===== config.mk =====
export PLATFORM = sky130hd
export DESIGN_NAME = tmp_top_tx
export DESIGN_NICKNAME = d
export VERILOG_FILES = /design/src/rtl/tx_pkg.sv /design/src/rtl/tx_prbs9.sv /design/src/rtl/tmp_top_tx.sv
export SDC_FILE = /design/constraint.sdc
export NUM_CORES = 1
export LEC_CHECK = 0
export BUFFER_PORTS_ARGS = -buffer_cell sky130_fd_sc_hd__buf_2
export CORE_MARGIN = 4
export CORE_UTILIZATION = 48
export DETAILED_ROUTE_END_ITERATION = 10
export SYNTH_ARGS = -nofsm -noshare
export SYNTH_HDL_FRONTEND = slang
export SYNTH_SLANG_ARGS = --single-unit

===== constraint.sdc =====
create_clock -name clk -period 9 [get_ports clk]
set_input_delay 1.35 -clock clk [delete_from_list [all_inputs] [get_ports clk]]
set_output_delay 1.35 -clock clk [all_outputs]
set_load 0.01 [all_outputs]

===== src/rtl/tx_pkg.sv =====
// tx_pkg: shared constants and width helpers for the QPSK transmitter front end.
package tx_pkg;
    localparam int PRBS_TAP_OUT = 8;
    localparam int PRBS_TAP_FB  = 4;

    localparam logic signed [7:0] SYM_POS  = 8'sh40;
    localparam logic signed [7:0] SYM_NEG  = -8'sh40;
    localparam logic signed [7:0] SYM_ZERO = 8'sh00;

    localparam int NTAP_DEF = 24;
    localparam logic signed [7:0] H_TX_DEF [NTAP_DEF] = '{
        8'sd0, 8'sd0, 8'sd1, 8'sd1, 8'sd0, -8'sd4, -8'sd8, -8'sd8, 8'sd0, 8'sd17, 8'sd38, 8'sd57,
        8'sd64, 8'sd57, 8'sd38, 8'sd17, 8'sd0, -8'sd8, -8'sd8, -8'sd4, 8'sd0, 8'sd1, 8'sd1, 8'sd0
    };

    function automatic int prod_width(int nbt_coef, int nbt_dat);
        return nbt_coef + nbt_dat;
    endfunction

    function automatic int acc_width(int nbt_coef, int nbt_dat, int nbaud);
        return nbt_coef + nbt_dat + $clog2(nbaud);
    endfunction

    function automatic int align_shift(int nbf_coef, int nbt_dat, int nbf_out);
        return nbf_coef + nbt_dat - 2 - nbf_out;
    endfunction

    // bit 0 maps to +1, bit 1 to -1, in S(nbt_dat, nbt_dat-2)
    function automatic int sym_word(logic b, int nbt_dat);
        return b ? -(1 <<< (nbt_dat - 2)) : (1 <<< (nbt_dat - 2));
    endfunction

    function automatic int coef_tx(int n);
        return (n < NTAP_DEF) ? int'(H_TX_DEF[n]) : 0;
    endfunction
endpackage


===== src/rtl/tx_prbs9.sv =====
// tx_prbs9: PRBS9 (x^9+x^5+1) generator, advancing one step per enabled edge.
module tx_prbs9
    import tx_pkg::*;
#(
    parameter logic [8:0] SEED = 9'h1AA
) (
    input  logic clk,
    input  logic i_reset,
    input  logic en,
    output logic bit_out
);
    logic [8:0] state;

    always_ff @(posedge clk or negedge i_reset)
        if (!i_reset) state <= SEED;
        else if (en)  state <= {state[7:0], state[PRBS_TAP_OUT] ^ state[PRBS_TAP_FB]};

    assign bit_out = state[PRBS_TAP_OUT];
endmodule


===== src/rtl/tmp_top_tx.sv =====
// tmp_top_tx: free-running QPSK transmitter, PRBS9 -> +/-1 map -> polyphase RC FIR per branch.
// Define TX_OUT_SAT_EN to saturate the aligned output instead of wrapping.
module tmp_top_tx
    import tx_pkg::*;
#(
    parameter logic [8:0] SEED_I = 9'h1AA,
    parameter logic [8:0] SEED_Q = 9'h1FE,
    parameter int NBT_OUT     = 8,
    parameter int NBF_OUT     = 6,
    parameter int NBT_COEF_TX = 8,
    parameter int NBF_COEF_TX = 6,
    parameter int NBTOT_DAT   = 8,
    parameter int NBAUD       = 6,
    parameter int OVERSAMP    = 4
) (
    input  logic                      clk,
    input  logic                      i_reset,
    output logic signed [NBT_OUT-1:0] out_from_tx_filtI_to_noiseI,
    output logic signed [NBT_OUT-1:0] out_from_tx_filtQ_to_noiseQ
);
    localparam int PW = prod_width(NBT_COEF_TX, NBTOT_DAT);
    localparam int AW = acc_width(NBT_COEF_TX, NBTOT_DAT, NBAUD);
    localparam int SH = align_shift(NBF_COEF_TX, NBTOT_DAT, NBF_OUT);
    localparam int NT = NBAUD * OVERSAMP;
    localparam int CW = $clog2(OVERSAMP);
    localparam int IW = $clog2(NT);
    localparam logic signed [NBTOT_DAT-1:0] S_P = NBTOT_DAT'(sym_word(1'b0, NBTOT_DAT));
    localparam logic signed [NBTOT_DAT-1:0] S_N = NBTOT_DAT'(sym_word(1'b1, NBTOT_DAT));
    localparam logic signed [AW-1:0] OMAX = AW'((1 <<< (NBT_OUT - 1)) - 1);
    localparam logic signed [AW-1:0] OMIN = ~OMAX;

    logic [CW-1:0]                    cnt;
    logic [1:0]                       bits;
    logic [1:0][NBT_OUT-1:0]          y_all;
    logic signed [NBT_COEF_TX-1:0]    h [NT];

    always_ff @(posedge clk or negedge i_reset)
        if (!i_reset) cnt <= '0;
        else          cnt <= (cnt == CW'(OVERSAMP - 1)) ? '0 : cnt + 1'b1;

    tx_prbs9 #(.SEED(SEED_I)) u_prbs_i (.clk(clk), .i_reset(i_reset), .en(cnt == '0), .bit_out(bits[0]));
    tx_prbs9 #(.SEED(SEED_Q)) u_prbs_q (.clk(clk), .i_reset(i_reset), .en(cnt == '0), .bit_out(bits[1]));

    genvar n, b;
    for (n = 0; n < NT; n++) begin : g_h
        assign h[n] = NBT_COEF_TX'(coef_tx(n));
    end

    for (b = 0; b < 2; b++) begin : g_br
        logic signed [NBTOT_DAT-1:0] sreg [NBAUD];
        logic signed [PW-1:0]        p;
        logic signed [AW-1:0]        acc;
        logic signed [AW-1:0]        sh;
        logic signed [NBT_OUT-1:0]   y;
        logic signed [NBT_OUT-1:0]   q;

        always_ff @(posedge clk or negedge i_reset)
            if (!i_reset) begin
                for (int k = 0; k < NBAUD; k++) sreg[k] <= '0;
                q <= '0;
            end else begin
                if (cnt == '0) begin
                    sreg[0] <= bits[b] ? S_N : S_P;
                    for (int k = 1; k < NBAUD; k++) sreg[k] <= sreg[k-1];
                end
                q <= y;
            end

        // polyphase: phase cnt of the filter picks taps cnt, cnt+OVERSAMP, ...
        always_comb begin
            p   = '0;
            acc = '0;
            for (int k = 0; k < NBAUD; k++) begin
                p   = sreg[k] * h[IW'(k * OVERSAMP) + IW'(cnt)];
                acc = acc + AW'(p);
            end
            sh = acc >>> SH;
`ifdef TX_OUT_SAT_EN
            y = (sh > OMAX) ? NBT_OUT'(OMAX) : (sh < OMIN) ? NBT_OUT'(OMIN) : NBT_OUT'(sh);
`else
            y = NBT_OUT'(sh);
`endif
        end

        assign y_all[b] = q;
    end

    assign out_from_tx_filtI_to_noiseI = y_all[0];
    assign out_from_tx_filtQ_to_noiseQ = y_all[1];
endmodule


======== Word-level counts from Yosys, hierarchy flattened ========
Memories as Yosys holds them, arrays and structs flattened.
Index checks and enable logic that the tools add are counted.
storage, ports and cells
  register bits after elaboration ......... 132
  ROM bits ................................ 1536
  input port bits ......................... 2
  word-level logic and storage cells ...... 82
  memories kept ........................... 6
cells by class
  $add $sub $neg .......................... 16
  multipliers ............................. 12
  magnitude comparators ................... 6
  equality and inequality tests ........... 1
  multiplexer cells ....................... 15
  bitwise gates (word level) .............. 8
  reductions and logical operators ........ 1
memory list
  name              words  width  rd ports  clocked after memory_dff  write ports  RTL line          source
  (name not given)  32     8      1         0                         0            tmp_top_tx.sv:74  p = sreg[k] * h[IW'(k * OVERSAMP) + IW'(cnt)];
  (name not given)  32     8      1         0                         0            tmp_top_tx.sv:74
  (name not given)  32     8      1         0                         0            tmp_top_tx.sv:74
  (name not given)  32     8      1         0                         0            tmp_top_tx.sv:74
  (name not given)  32     8      1         0                         0            tmp_top_tx.sv:74
  (name not given)  32     8      1         0                         0            tmp_top_tx.sv:74
operator list
  kind                                         number
  multiplier 8 x 8 -> 14 bit                   12
  adder 14 bit                                 10
  2-to-1 mux 8 bit                             14
  >= comparator 6 bit, second input constant   6
  NOT 5 -> 6 bit                               4
  adder 4 x 2 -> 5 bit, first input constant   2
  adder 5 x 2 -> 5 bit, first input constant   2
  NOT 2 -> 6 bit                               1
  NOT 4 -> 6 bit                               1
  adder 3 x 2 -> 4 bit, first input constant   1
  adder 2 x 1 -> 2 bit, second input constant  1
  == test 2 bit, second input constant         1
  zero test 2 bit                              1
  2-to-1 mux 2 bit                             1
  bitwise XOR 1 bit                            2

======== Depth between registers and ports, before layout ========
Gate-level depths: netlist of run 1.
  word-level depth ........................ 11
  depth in mapped cells ................... 28

======== Cells and area by module ========
From an unflattened synthesis of run 1, not the netlist that was laid out.
second synthesis, totals
  cell total of the unflattened synthesis .. 692
  area, all modules ....................... 7552.2 sq um
modules (own cells, without submodules)
  module               instances  cells each  area an instance (sq um)
  tmp_top_tx           1          650         6787.8
  tx_prbs9 (u_prbs_q)  1          21          384.1
  tx_prbs9 (u_prbs_i)  1          21          380.4

======== Least setup slack after synthesis of run 1 ========
No wires, ideal clock.
  path type ............................... register to register
  start point ............................. register cnt[1]
  end point ............................... register g_br[1].q[7], in the netlist out_from_tx_filtQ_to_noiseQ[7]
  library setup time ...................... 0.134 ns
  data arrival time ....................... 7.306 ns
  required time ........................... 8.866 ns
  setup slack ............................. 1.561 ns
  cell stages (with the launch flop) ...... 24
  buffers on the path ..................... 3
  period minus slack after synthesis ...... 7.439 ns
  cell sequence ........................... dfrtp_1 > clkbuf_1 > inv_1 > ha_1 > buf_2 > clkbuf_1 > nor2b_1 > fa_1 > ha_1 > inv_1 > fa_1 > fa_1 > inv_1 > fa_1 > fa_1 > fa_1 > fa_1 > fa_1 > fa_1 > a21o_1 > a21oi_1 > xnor2_1 > xnor2_1 > xnor3_1
between the ends
  cells in the longest elaborated chain, start to end .. 11
  elaborated cells on any way between the ends .. 40
  those cells by class .................... 10 x add/sub; 6 x mul; 12 x mux; 6 x bitwise; 6 x memory
ends and longest elaborated chain
  element                                              RTL line          source
  from (decl)                                          tmp_top_tx.sv:32  logic [CW-1:0] cnt;
  from (signal assigned)                               tmp_top_tx.sv:39  else cnt <= (cnt == CW'(OVERSAMP - 1)) ? '0 : cnt + 1'b1;
  adder 3 x 2 -> 4 bit                                 tmp_top_tx.sv:74
  NOT 4 -> 6 bit (not written as such)                 tmp_top_tx.sv:74
  memory (32 x 8 bit)                                  -
  2-to-1 mux 8 bit (not written as such) (2 in a row)  tmp_top_tx.sv:74
  multiplier 8 x 8 -> 14 bit                           tmp_top_tx.sv:74
  adder 14 bit (4 in a row)                            tmp_top_tx.sv:75  acc = acc + AW'(p);
  adder 14 bit *                                       tmp_top_tx.sv:75
  via g_br[1].acc[13]                                  tmp_top_tx.sv:52  logic signed [AW-1:0] acc;
  to (signal assigned)                                 tmp_top_tx.sv:66  q <= y;
  to (decl)                                            tmp_top_tx.sv:55  logic signed [NBT_OUT-1:0] q;
The timed path passes the listed nets; every way through them passes the cells marked *. The select of a mux whose other input is x is not followed.
A chain may end at the register's enable or synchronous reset.

======== Worst setup path after layout of run 1 ========
  start point ............................. register cnt[1]
  end point ............................... register g_br[0].q[7], in the netlist out_from_tx_filtI_to_noiseI[7]
between the ends
  cells in the longest elaborated chain, start to end .. 11
  elaborated cells on any way between the ends .. 40
  those cells by class .................... 10 x add/sub; 6 x mul; 12 x mux; 6 x bitwise; 6 x memory
ends and longest elaborated chain
  element                               RTL line
  adder 3 x 2 -> 4 bit                  tmp_top_tx.sv:74
  NOT 4 -> 6 bit (not written as such)  tmp_top_tx.sv:74
  memory (32 x 8 bit)                   -
  2-to-1 mux 8 bit (2 in a row)         -
  multiplier 8 x 8 -> 14 bit            tmp_top_tx.sv:74
  adder 14 bit (4 in a row)             tmp_top_tx.sv:75
  adder 14 bit *                        tmp_top_tx.sv:75
  via g_br[0].acc[13]                   tmp_top_tx.sv:52
  to (signal assigned)                  tmp_top_tx.sv:66
  to (decl)                             tmp_top_tx.sv:55
Marks and branches as above.

==> results_dict.tcl, run 1 <==
set metrics [dict create \
    outcome "finished clean" \
    number_of_hold_violations_in_the_final_report 0 \
    stdcell_count 897 \
    final_layout_net_count 954 \
    clk-insertion-delay-late_ps 310 \
    layout-drive-gt1-share_pct 10.7 \
    path_cells "inv_1 > ha_1 > buf_4 > inv_1 > nand2_1 > inv_1 > ha_1 > inv_1 > fa_1 > inv_1 > fa_1 > inv_1 > fa_1 > fa_1 > inv_1 > fa_1 > fa_1 > fa_1 > ha_1 > ha_1 > a21oi_1 > xnor3_1 > xnor3_1" \
    groute.usage.overall_pct 18.1 \
    cts_max_level 2 \
    worst_hold_slack_ps 508 \
    critical_path.startpoint_type "register" \
    gp_routability_congestion 0.909 \
    slew_at_the_pin_with_the_worst_max_slew_slack_ps 708 \
    endpoint_kind "register" \
    synthesis.nets 939 \
    postCtsSetupBuffers 0 \
    die_h_um 133 \
    critical_path_arrival_ps 7790 \
    cts_repair_resize_count 0 \
    use_met1_pct 23.8 \
    initial_utilization_pct 49.1 \
    grt_pass1_wl_mm 24.8 \
    grt_setup_unrepaired "no" \
    ir_worst_vdd_v 0.0000683 \
    routed-via-count 4367 \
    max_freq_mhz 132 \
    synth_area_per_cell_sq_um 10.8 \
    dpl.cell_count 889 \
    synth-seq-area-share_pct 18.0 \
    clock_tree.buffer_depth 2 \
    global_route.peak_usage_layer "met2" \
    worstPathBufferInverterCount 8 \
    path_category_of_the_worst_min_delay_check "register to register" \
    dp.final_hpwl_mm 12.7 \
    dieArea_sq_mm 0.0176 \
    synth_cell_type_count 29 \
    design_area_sq_mm 0.00793 \
    routed_wire_length_per_instance_um 16.4 \
    cts_tree "done" \
    area_growth_syn_to_layout_pct 6.18 \
    netlist_top_cells_area "sky130_fd_sc_hd__fa_1 28%, sky130_fd_sc_hd__ha_1 23%, sky130_fd_sc_hd__dfrtp_1 13%, sky130_fd_sc_hd__inv_1 9.7%, sky130_fd_sc_hd__xnor2_1 6.6%" \
    synth-warning-count 0 \
    critPathSlowestCell "sky130_fd_sc_hd__dfrtp_1" \
    die_w_um 133 \
    timing.critical_path.fanout_max 18 \
    first_global_vias 4966 \
    route.detailed.vias_per_inst 4.87 \
    leakagePower_uw 0.00423 \
    ant_nets 0 \
    cts-hold-fix-buffers 0 \
    core_sq_mm 0.0152 \
    grt_start_max_net_pins 43 \
    timing.final.setup_violations 0 \
    final_common_cell "sky130_fd_sc_hd__inv_1" \
    final_max_slew_violation_count 0 \
    synth_top_area_cell "sky130_fd_sc_hd__fa_1" \
    totalNegativeSetupSlack_ps 0 \
    placement_rows 45 \
    worst_path_max_stage_delay_ps 640 \
    fin_crit_ps 7600 \
    power_density_mw_per_mm2 60.8 \
    criticalPathCategory "register to register" \
    number_of_antenna_violations_at_the_first_check_in_global_routing 0 \
    required_ps 9190 \
    num_antenna_cells 0 \
    yosys.area.top_type_share_pct 28.4 \
    critical-path-top-delay-family "adder cells" \
    totalWireLength_mm 14.7 \
    relSlewSlack_pct 52.8 \
    period_share_pct 84.5 \
    drtPass1Iterations 4 \
    dr.first_iter.drc_count 147 \
    cts.sink_count 53 \
    post-layout-total-power_uw 482 \
    grt_overflow 0 \
    layout.cells.most_common_list "192 x sky130_fd_sc_hd__inv_1, 138 x sky130_fd_sc_hd__ha_1, 106 x sky130_fd_sc_hd__fa_1" \
    place.port_buffers 17 \
    groute.layer.met3.usage_pct 2.02 \
    cts.clk_slew.worst_paths_ps 90 \
    synthesized_instance_count 693 \
    cts_buffers 5 \
    clock-root-buffer "sky130_fd_sc_hd__clkbuf_16" \
    drt_drc_violations_left 0 \
    synth-seq-cells 53 \
    cell_area_after_technology_mapping_sq_mm 0.00747 \
    dpl_cell_area_sq_mm 0.00776 \
    skew_ps 16.1 \
    globalRouteMet2Util_pct 32.6 \
    floorplan.io_pins 18 \
    cap_violations 0 \
]
-- area by class of cell --
type / count / area [sq um]
fill: 1392 / 7270
tap: 188 / 235
sequential: 53 / 1340
multi-input combinational: 436 / 5350
clock inverter: 3 / 47.5
timing repair buffer: 20 / 108
clock buffer: 5 / 125
inverter: 192 / 721
-- flip-flops by register name (all words and copies together) (netlist names) --
register	cells
out_from_tx_filtQ_to_noiseQ	8
g_br.sreg	18
cnt	2
u_prbs_i.state	9
out_from_tx_filtI_to_noiseI	7
u_prbs_q.state	9
-- final timing paths --
check,startpoint,to,slack (ps),cells past startpoint
max,cnt[1],out_from_tx_filtI_to_noiseI[7],1400,23
min,g_br[0].sreg[7],g_br[0].sreg[7],510,1
max reg2reg,cnt[1],out_from_tx_filtI_to_noiseI[7],1400,23
min reg2reg,g_br[0].sreg[7],g_br[0].sreg[7],510,1
max in group asynchronous,i_reset,g_br[1].sreg[47],7160,2
min in group asynchronous,i_reset,out_from_tx_filtQ_to_noiseQ[3],920,1
-- cell usage after synthesis --
| master | instances |
|---|---|
| sky130_fd_sc_hd__inv_1 | 192 |
| sky130_fd_sc_hd__ha_1 | 138 |
| sky130_fd_sc_hd__fa_1 | 106 |
| sky130_fd_sc_hd__xnor2_1 | 56 |
| sky130_fd_sc_hd__dfrtp_1 | 40 |
| sky130_fd_sc_hd__mux2_2 | 31 |
| sky130_fd_sc_hd__and2_1 | 21 |
| sky130_fd_sc_hd__nand2_1 | 20 |
| sky130_fd_sc_hd__nor2_1 | 15 |
| sky130_fd_sc_hd__dfstp_2 | 13 |
| sky130_fd_sc_hd__a21oi_1 | 11 |
| sky130_fd_sc_hd__xor2_1 | 9 |
| sky130_fd_sc_hd__nor2b_1 | 6 |
| sky130_fd_sc_hd__a21o_1 | 4 |
| sky130_fd_sc_hd__buf_2 | 4 |
| sky130_fd_sc_hd__clkbuf_1 | 4 |
| sky130_fd_sc_hd__o21ai_0 | 4 |
| sky130_fd_sc_hd__xnor3_1 | 4 |
| sky130_fd_sc_hd__buf_1 | 3 |
| sky130_fd_sc_hd__mux2i_1 | 3 |
| sky130_fd_sc_hd__a22oi_1 | 1 |
| sky130_fd_sc_hd__a31oi_1 | 1 |
| sky130_fd_sc_hd__and2_4 | 1 |
| sky130_fd_sc_hd__buf_4 | 1 |
| sky130_fd_sc_hd__nand2_2 | 1 |
| sky130_fd_sc_hd__nand3b_1 | 1 |
| sky130_fd_sc_hd__o22ai_1 | 1 |
| sky130_fd_sc_hd__or2_2 | 1 |
| sky130_fd_sc_hd__or3b_2 | 1 |
-- power breakdown --
group / switching [uW] / internal (uW)
registers: 0 / 238
clock network: 104 / 134
logic: 5.01 / 0.431
total: 110 / 373
-- logic make-up after synthesis --
family / synth area share, %
adders and majority gates: 51.5
AOI/OAI and AO/OA: 1.68
muxes: 5.08
xor gates and xnor gates: 8.83
and+or+nand+nor: 4.52
DFF: 18.0
buffers and inverters: 10.4
-- worst register-to-register path, cell delays in order (launching register included) --
cell                      delay (ps)
sky130_fd_sc_hd__dfrtp_1         640
sky130_fd_sc_hd__inv_1           190
sky130_fd_sc_hd__ha_1            220
sky130_fd_sc_hd__buf_4           210
sky130_fd_sc_hd__inv_1           560
sky130_fd_sc_hd__nand2_1         150
sky130_fd_sc_hd__inv_1           140
sky130_fd_sc_hd__ha_1            140
sky130_fd_sc_hd__inv_1            50
sky130_fd_sc_hd__fa_1            520
sky130_fd_sc_hd__inv_1            50
sky130_fd_sc_hd__fa_1            500
sky130_fd_sc_hd__inv_1            60
sky130_fd_sc_hd__fa_1            500
sky130_fd_sc_hd__fa_1            520
sky130_fd_sc_hd__inv_1            50
sky130_fd_sc_hd__fa_1            470
sky130_fd_sc_hd__fa_1            520
sky130_fd_sc_hd__fa_1            490
sky130_fd_sc_hd__ha_1            320
sky130_fd_sc_hd__ha_1            330
sky130_fd_sc_hd__a21oi_1         280
sky130_fd_sc_hd__xnor3_1         390
sky130_fd_sc_hd__xnor3_1         200
-- metal layers --
metal	part of all wire, %	vias to the layer above
met2	52	60
li1	-	2114
met5	0	-
met3	3.5	11
met1	43	2182
met4	0.97	0
-- per-stage QoR --
stage / util, % / setup WS, ps
4_1_cts: 52.2 / 1330
5_1_grt: 52.2 / 992
3_5_place_dp: 51.0 / 1340
3_3_place_gp: 51.0 / 1480
6_report: 52.2 / 1400
2_1_floorplan: - / 1560
No activity file was read; power rests on OpenSTA's default activity.
==> inputs of run 2 (changes only) <==
--- a/config.mk
+++ b/config.mk
@@ -9,6 +9,7 @@
 export CORE_MARGIN = 4
 export CORE_UTILIZATION = 48
 export DETAILED_ROUTE_END_ITERATION = 10
+export PLACE_DENSITY = 0.66
 export SYNTH_ARGS = -nofsm -noshare
 export SYNTH_HDL_FRONTEND = slang
 export SYNTH_SLANG_ARGS = --single-unit
==> constraint.sdc (replaced) <==
create_clock -name clk -period 6.08 [get_ports clk]
set_input_delay 0.912 -clock clk [delete_from_list [all_inputs] [get_ports clk]]
set_output_delay 0.912 -clock clk [all_outputs]
set_load 0.01 [all_outputs]
==> results_dict.tcl, run 2 (synthesis gave the netlist of run 1 again) <==
set metrics [dict create \
    timing.final.setup_violations 2 \
    pwr-share-clk_pct 45.8 \
    number_of_hold_violations_in_the_final_report 0 \
    cts-hold-fix-buffers 0 \
    layout_top_registers "g_br.sreg (18), u_prbs_i.state (9), u_prbs_q.state (9)" \
    critical-path-top-delay-family "adder cells" \
    power.share.switching_pct 23.4 \
    power.share.combinational_pct 1.1 \
    number_of_antenna_violations_at_the_first_check_in_global_routing 0 \
    dp.final_hpwl_mm 13.2 \
    num-fill-cells 1254 \
    clock_tree.buffer_depth 2 \
    totalWireLength_mm 15.4 \
    die_w_um 133 \
    drtPass1Iterations 5 \
    failed_checks "negative setup slack" \
    critical_path_arrival_ps 6600 \
    cap_violations 0 \
    power.net_switching_uw 156 \
    leakagePower_uw 0.00461 \
    final_max_slew_violation_count 0 \
    dr.first_iter.drc_count 175 \
    final_layout_net_count 1034 \
    cts_tree "done" \
    ir_worst_vdd_v 0.000101 \
    gp_routability_congestion 0.868 \
    ant_nets 0 \
    initial_utilization_pct 49.1 \
    cp_common_cell "sky130_fd_sc_hd__fa_1" \
    first_global_vias 5433 \
    critPathSlowestCell "sky130_fd_sc_hd__fa_1" \
    core_sq_mm 0.0152 \
    grt_pass1_wl_mm 26.0 \
    dpl.cell_count 959 \
    stdcell_count 977 \
    criticalPathCategory "register to register" \
    route.detailed.vias_per_inst 4.88 \
    dpl_cell_area_sq_mm 0.00845 \
    cts_max_level 2 \
    timing.critical_path.fanout_max 5 \
    dieArea_sq_mm 0.0176 \
    path_category_of_the_worst_min_delay_check "primary input to async pin" \
    relSlewSlack_pct 59.7 \
    period_share_pct 105 \
    outcome "finished with violations" \
    worstPathBufferInverterCount 9 \
    final_ws_setup_ps -328 \
    num_antenna_cells 0 \
    groute.usage.overall_pct 18.8 \
    largest_register_ff_count 18 \
    drt_drc_violations_left 0 \
    registers.top_by_ff_count "g_br.sreg" \
    pwr-share-seq_pct 53.0 \
    cts.sink_count 53 \
    routed-via-count 4771 \
    place.port_buffers 17 \
    layout-drive-gt1-share_pct 25.6 \
    multiInputGateArea_sq_mm 0.00562 \
    layout.cells.most_common_list "181 x sky130_fd_sc_hd__inv_1, 124 x sky130_fd_sc_hd__ha_1, 104 x sky130_fd_sc_hd__fa_1" \
    area_growth_syn_to_layout_pct 18.1 \
    max_freq_mhz 156 \
    fin_crit_ps 6410 \
    final_common_cell "sky130_fd_sc_hd__inv_1" \
    design_area_sq_mm 0.00882 \
    endpoint_kind "register" \
    grt_overflow 0 \
    cts.clk_slew.worst_paths_ps 80 \
    slew_at_the_pin_with_the_worst_max_slew_slack_ps 604 \
    floorplan.io_pins 18 \
    placement_rows 45 \
    worst_path_max_stage_delay_ps 570 \
    required_ps 6270 \
    internal_power_uw 509 \
    skew_ps 10.2 \
    regArea_sq_mm 0.00135 \
    clk-insertion-delay-late_ps 310 \
    power_density_mw_per_mm2 75.4 \
    grt_setup_unrepaired "yes" \
    critical_path.startpoint_type "register" \
    grt_start_max_net_pins 46 \
    cts_buffers 5 \
    routed_wire_length_per_instance_um 15.8 \
    clock-root-buffer "sky130_fd_sc_hd__clkbuf_16" \
    die_h_um 133 \
]
run 2: cell count changes in the layout (fill, tap and decap cells not counted), moves of 4 or more:
cell / previous run / this run
sky130_fd_sc_hd__a21oi_1: 11 / 7
sky130_fd_sc_hd__buf_4: 3 / 78
sky130_fd_sc_hd__buf_6: 0 / 4
sky130_fd_sc_hd__ha_1: 138 / 124
sky130_fd_sc_hd__ha_4: 0 / 13
sky130_fd_sc_hd__inv_1: 192 / 181
sky130_fd_sc_hd__inv_2: 0 / 6
run 2: layout make-up:
type / count / share of cell area [%]
Multi-Input combinational cell: 436 / 63.7
Sequential cell: 53 / 15.2
Inverter: 192 / 8.37
Timing Repair Buffer: 100 / 8.34
Tap cell: 188 / 2.67
Clock buffer: 5 / 1.42
Clock inverter: 3 / 0.298
run 2: path summary, 6_finish.rpt:
kind	startpoint	to	slack (ps)	cells past startpoint
min in group clk	g_br[0].sreg[7]	g_br[0].sreg[7]	510	1
worst min register to register	g_br[0].sreg[7]	g_br[0].sreg[7]	510	1
worst max register to register	cnt[0]	out_from_tx_filtQ_to_noiseQ[7]	-330	25
worst max-delay path	cnt[0]	out_from_tx_filtQ_to_noiseQ[7]	-330	25
max in group asynchronous	i_reset	cnt[1]	4760	2
worst min-delay path	i_reset	out_from_tx_filtQ_to_noiseQ[4]	440	1
run 2: timing repair:
item,in CTS,in global routing
endpoints found under the setup margin,4,5
gates resized for setup,19,13
pin swaps,29,20
buffers inserted,10,0
run 2: metrics by stage:
step	setup TNS (ps)	util, %	total power, uW	hold WS, ps	worst slack, ps
floorplan	-1040	-	359	449	-505
global placement	-781	55.6	367	477	-376
detailed placement	-1170	55.6	368	488	-502
CTS	-654	57.6	677	436	-397
global route	-1170	58.0	695	444	-522
finish	-587	58.0	665	441	-328
run 2: power groups by stage:
| stage | Combinational (uW) | Clock, uW | Sequential (uW) |
|---|---|---|---|
| 2_1_floorplan | 0.00343 | 0 | 359 |
| 3_3_place_gp | 7.88 | 0 | 359 |
| 3_5_place_dp | 8.26 | 0 | 359 |
| 4_1_cts | 8.23 | 316 | 353 |
| 5_1_grt | 9.33 | 333 | 353 |
| 6_report | 7.64 | 305 | 353 |
run 2: per-layer routing:
| metal | GRT usage [%] | wire length, um | vias to the layer above |
|---|---|---|---|
| met4 | 5.48 | 395 | 0 |
| met1 | 23.5 | 6410 | 2370 |
| met2 | 33.4 | 7970 | 94 |
| met3 | 3.19 | 651 | 27 |
| met5 | 0 | 0 | - |
| li1 | - | - | 2280 |
==> inputs of run 3 (changes only) <==
--- a/config.mk
+++ b/config.mk
@@ -5,6 +5,7 @@
 export SDC_FILE = /design/constraint.sdc
 export NUM_CORES = 1
 export LEC_CHECK = 0
+export ABC_AREA = 1
 export BUFFER_PORTS_ARGS = -buffer_cell sky130_fd_sc_hd__buf_2
 export CORE_MARGIN = 4
 export CORE_UTILIZATION = 48
@@ -12,4 +13,5 @@
 export PLACE_DENSITY = 0.66
 export SYNTH_ARGS = -nofsm -noshare
 export SYNTH_HDL_FRONTEND = slang
+export SYNTH_HIERARCHICAL = 1
 export SYNTH_SLANG_ARGS = --single-unit
==> results_dict.tcl, run 3 <==
set metrics [dict create \
    layout_top_registers "g_br.sreg (18), u_prbs_i/state (9), u_prbs_q/state (9)" \
    synth-seq-cells 53 \
    critical_path.startpoint_type "register" \
    relSlewSlack_pct 54.7 \
    synthesized_instance_count 971 \
    synth_compound_area_share_pct 2.55 \
    worst_path_max_stage_delay_ps 540 \
    dominantRegCellSynth "sky130_fd_sc_hd__dfrtp_1" \
    synthesis.nets 1217 \
    routed-via-count 5907 \
    synthSimpleGateAreaFrac_pct 15.6 \
    synth-seq-area-share_pct 16.8 \
    largest_register_ff_count 18 \
    yosys.area.top_type_share_pct 26.5 \
    path_category_of_the_worst_min_delay_check "register to register" \
    initial_utilization_pct 49.7 \
    core_sq_mm 0.0161 \
    die_h_um 137 \
    cts.clk_slew.worst_paths_ps 90 \
    post_synth_mux_area_share_pct 0 \
    totalNegativeSetupSlack_ps -518 \
    power.share.switching_pct 23.0 \
    synth_cell_type_count 29 \
    cts_buffers 5 \
    timing.critical_path.fanout_max 6 \
    internal_power_uw 520 \
    leakagePower_uw 0.00539 \
    cell_area_after_technology_mapping_sq_mm 0.00801 \
    gp_routability_congestion 0.888 \
    pwr-share-seq_pct 52.2 \
    post_synth_most_frequent_cells "288 x sky130_fd_sc_hd__inv_1, 225 x sky130_fd_sc_hd__nand2_1, 138 x sky130_fd_sc_hd__ha_1" \
    required_ps 6290 \
    layout.core_utilization_pct 57.4 \
    groute.usage.overall_pct 19.7 \
    place.port_buffers 17 \
    area_growth_syn_to_layout_pct 15.4 \
    failed_checks "negative setup slack" \
    dieArea_sq_mm 0.0188 \
    placement_rows 46 \
    synth_top_area_cell "sky130_fd_sc_hd__fa_1" \
    worst_hold_slack_ps 465 \
    registers.top_by_ff_count "g_br.sreg" \
    number_of_antenna_violations_at_the_first_check_in_global_routing 0 \
    critPathSlowestCell "sky130_fd_sc_hd__fa_1" \
    critical_path_arrival_ps 6560 \
    slew_at_the_pin_with_the_worst_max_slew_slack_ps 680 \
    power.share.combinational_pct 1.1 \
    endpoint_kind "register" \
    drt_drc_violations_left 0 \
    final_layout_net_count 1304 \
    floorplan.io_pins 18 \
    clk-insertion-delay-late_ps 310 \
    timing.final.setup_violations 2 \
    pwr-share-clk_pct 46.7 \
    yosys.area_share.adder_pct 48.1 \
    count_of_flip_flops_with_a_built_in_enable_after_synthesis 0 \
    outcome "finished with violations" \
    fin_crit_ps 6340 \
    clock_tree.buffer_depth 2 \
    netlist_top_cells_area "sky130_fd_sc_hd__fa_1 26%, sky130_fd_sc_hd__ha_1 22%, sky130_fd_sc_hd__inv_1 13%, sky130_fd_sc_hd__dfrtp_1 12%, sky130_fd_sc_hd__nand2_1 11%" \
    grt_overflow 0 \
    clock-root-buffer "sky130_fd_sc_hd__clkbuf_16" \
    die_w_um 137 \
    route.detailed.vias_per_inst 4.63 \
    first_global_vias 6071 \
    grt_start_max_net_pins 54 \
    synth_area_in_xor_xnor_pct 2.30 \
    synth_area_per_cell_sq_um 8.25 \
    final_common_cell "sky130_fd_sc_hd__inv_1" \
    layout.cells.most_common_list "285 x sky130_fd_sc_hd__inv_1, 221 x sky130_fd_sc_hd__nand2_1, 124 x sky130_fd_sc_hd__ha_1" \
    synth_top_family_by_area "adder cells" \
    number_of_hold_violations_in_the_final_report 0 \
    layout-drive-gt1-share_pct 15.9 \
    ant_nets 0 \
    routed_wire_length_per_instance_um 13.2 \
    max_freq_mhz 158 \
    num-fill-cells 1481 \
    dp.final_hpwl_mm 14.5 \
    period_share_pct 104 \
    cap_violations 0 \
    grt_pass1_wl_mm 29.0 \
    cts_max_level 2 \
    cts_tree "done" \
    drtPass1Iterations 4 \
    criticalPathCategory "register to register" \
    final_ws_setup_ps -263 \
    num_antenna_cells 0 \
    final_max_slew_violation_count 0 \
    ir_worst_vdd_v 0.000170 \
    power_density_mw_per_mm2 73.1 \
    synth_most_common_cell "sky130_fd_sc_hd__inv_1" \
    skew_ps 17.9 \
    synth-warning-count 6 \
    cp_common_cell "sky130_fd_sc_hd__fa_1" \
    grt_setup_unrepaired "yes" \
    power.net_switching_uw 155 \
    cts.sink_count 53 \
    totalWireLength_mm 16.8 \
    synthArstFlopShare_pct 100 \
    dr.first_iter.drc_count 253 \
]
## run 3: changes by cell type after synthesis, sizes merged, moves of 22 or more
cell and delta:
nand2 +213, inv +98, xnor2 -47, nand3 +35
mux2 -31, o21ai +28, and2 -22
## run 3: kinds of logic after synthesis
| group | Yosys count |
|---|---|
| xor gates and xnor gates | 21 |
| and+or+nand+nor | 308 |
| AOI/OAI and AO/OA | 40 |
| DFF | 53 |
| buffers and inverters | 305 |
| adders and majority gates | 244 |
## run 3: path summary, 6_finish.rpt
kind / startpoint / to / slack, ps / cells past startpoint
min reg2reg: u_prbs_q/state[5] / u_prbs_q/state[6] / 460 / 2
min: u_prbs_q/state[5] / u_prbs_q/state[6] / 460 / 2
min in group asynchronous: i_reset / out_from_tx_filtQ_to_noiseQ[5] / 720 / 2
max: cnt[0] / out_from_tx_filtI_to_noiseI[7] / -260 / 29
max in group asynchronous: i_reset / cnt[1] / 4860 / 2
max reg2reg: cnt[0] / out_from_tx_filtI_to_noiseI[7] / -260 / 29
## run 3: final cells by class
| cell class | count | area, sq um | area share (%) |
|---|---|---|---|
| Multi-Input combinational cell | 613 | 5700 | 61.6 |
| Inverter | 292 | 1100 | 11.9 |
| Clock inverter | 2 | 17.5 | 0.189 |
| Clock buffer | 6 | 139 | 1.50 |
| Sequential cell | 53 | 1340 | 14.5 |
| Timing Repair Buffer | 93 | 672 | 7.27 |
| Tap cell | 216 | 270 | 2.92 |
## run 3: metal layers
layer | track usage, % | part of all wire [%]
met3 | 3.36 | 4.5
met4 | 2.77 | 0.68
met5 | 0 | 0
met2 | 32.9 | 48
met1 | 27.8 | 47
## run 3: worst max-delay path: cells and delay by family (launching register included)
family                     cells  cell delay [ps]
and+or+nand+nor                9              560
adders and majority gates     11             4520
DFF                            1              410
buffers and inverters          7              540
AOI/OAI and AO/OA              2              210
## run 3: through the flow
step	cells	setup WS, ps	power, uW	instance area [sq um]
after floorplan	971	-319	359	8120
after global placement	1261	-247	367	8910
after detailed placement	1261	-327	367	8910
after CTS	1274	-280	687	9160
after global routing	1275	-533	702	9250
final	1275	-263	676	9250
## run 3: power groups by stage
stage | combinational [uW] | clock [uW] | sequential, uW
global route | 8.79 | 341 | 353
global placement | 8.07 | 0 | 359
detailed placement | 8.01 | 0 | 359
CTS | 8.01 | 326 | 353
floorplan | 0.00424 | 0 | 359
finish | 7.38 | 316 | 353
## run 3: timing repair
action | in CTS | in global routing
buffers inserted | 5 | 1
hold buffers | 0 | 0
resized for setup | 13 | 11
setup endpoints to repair | 4 | 5
pin swaps | 15 | 9
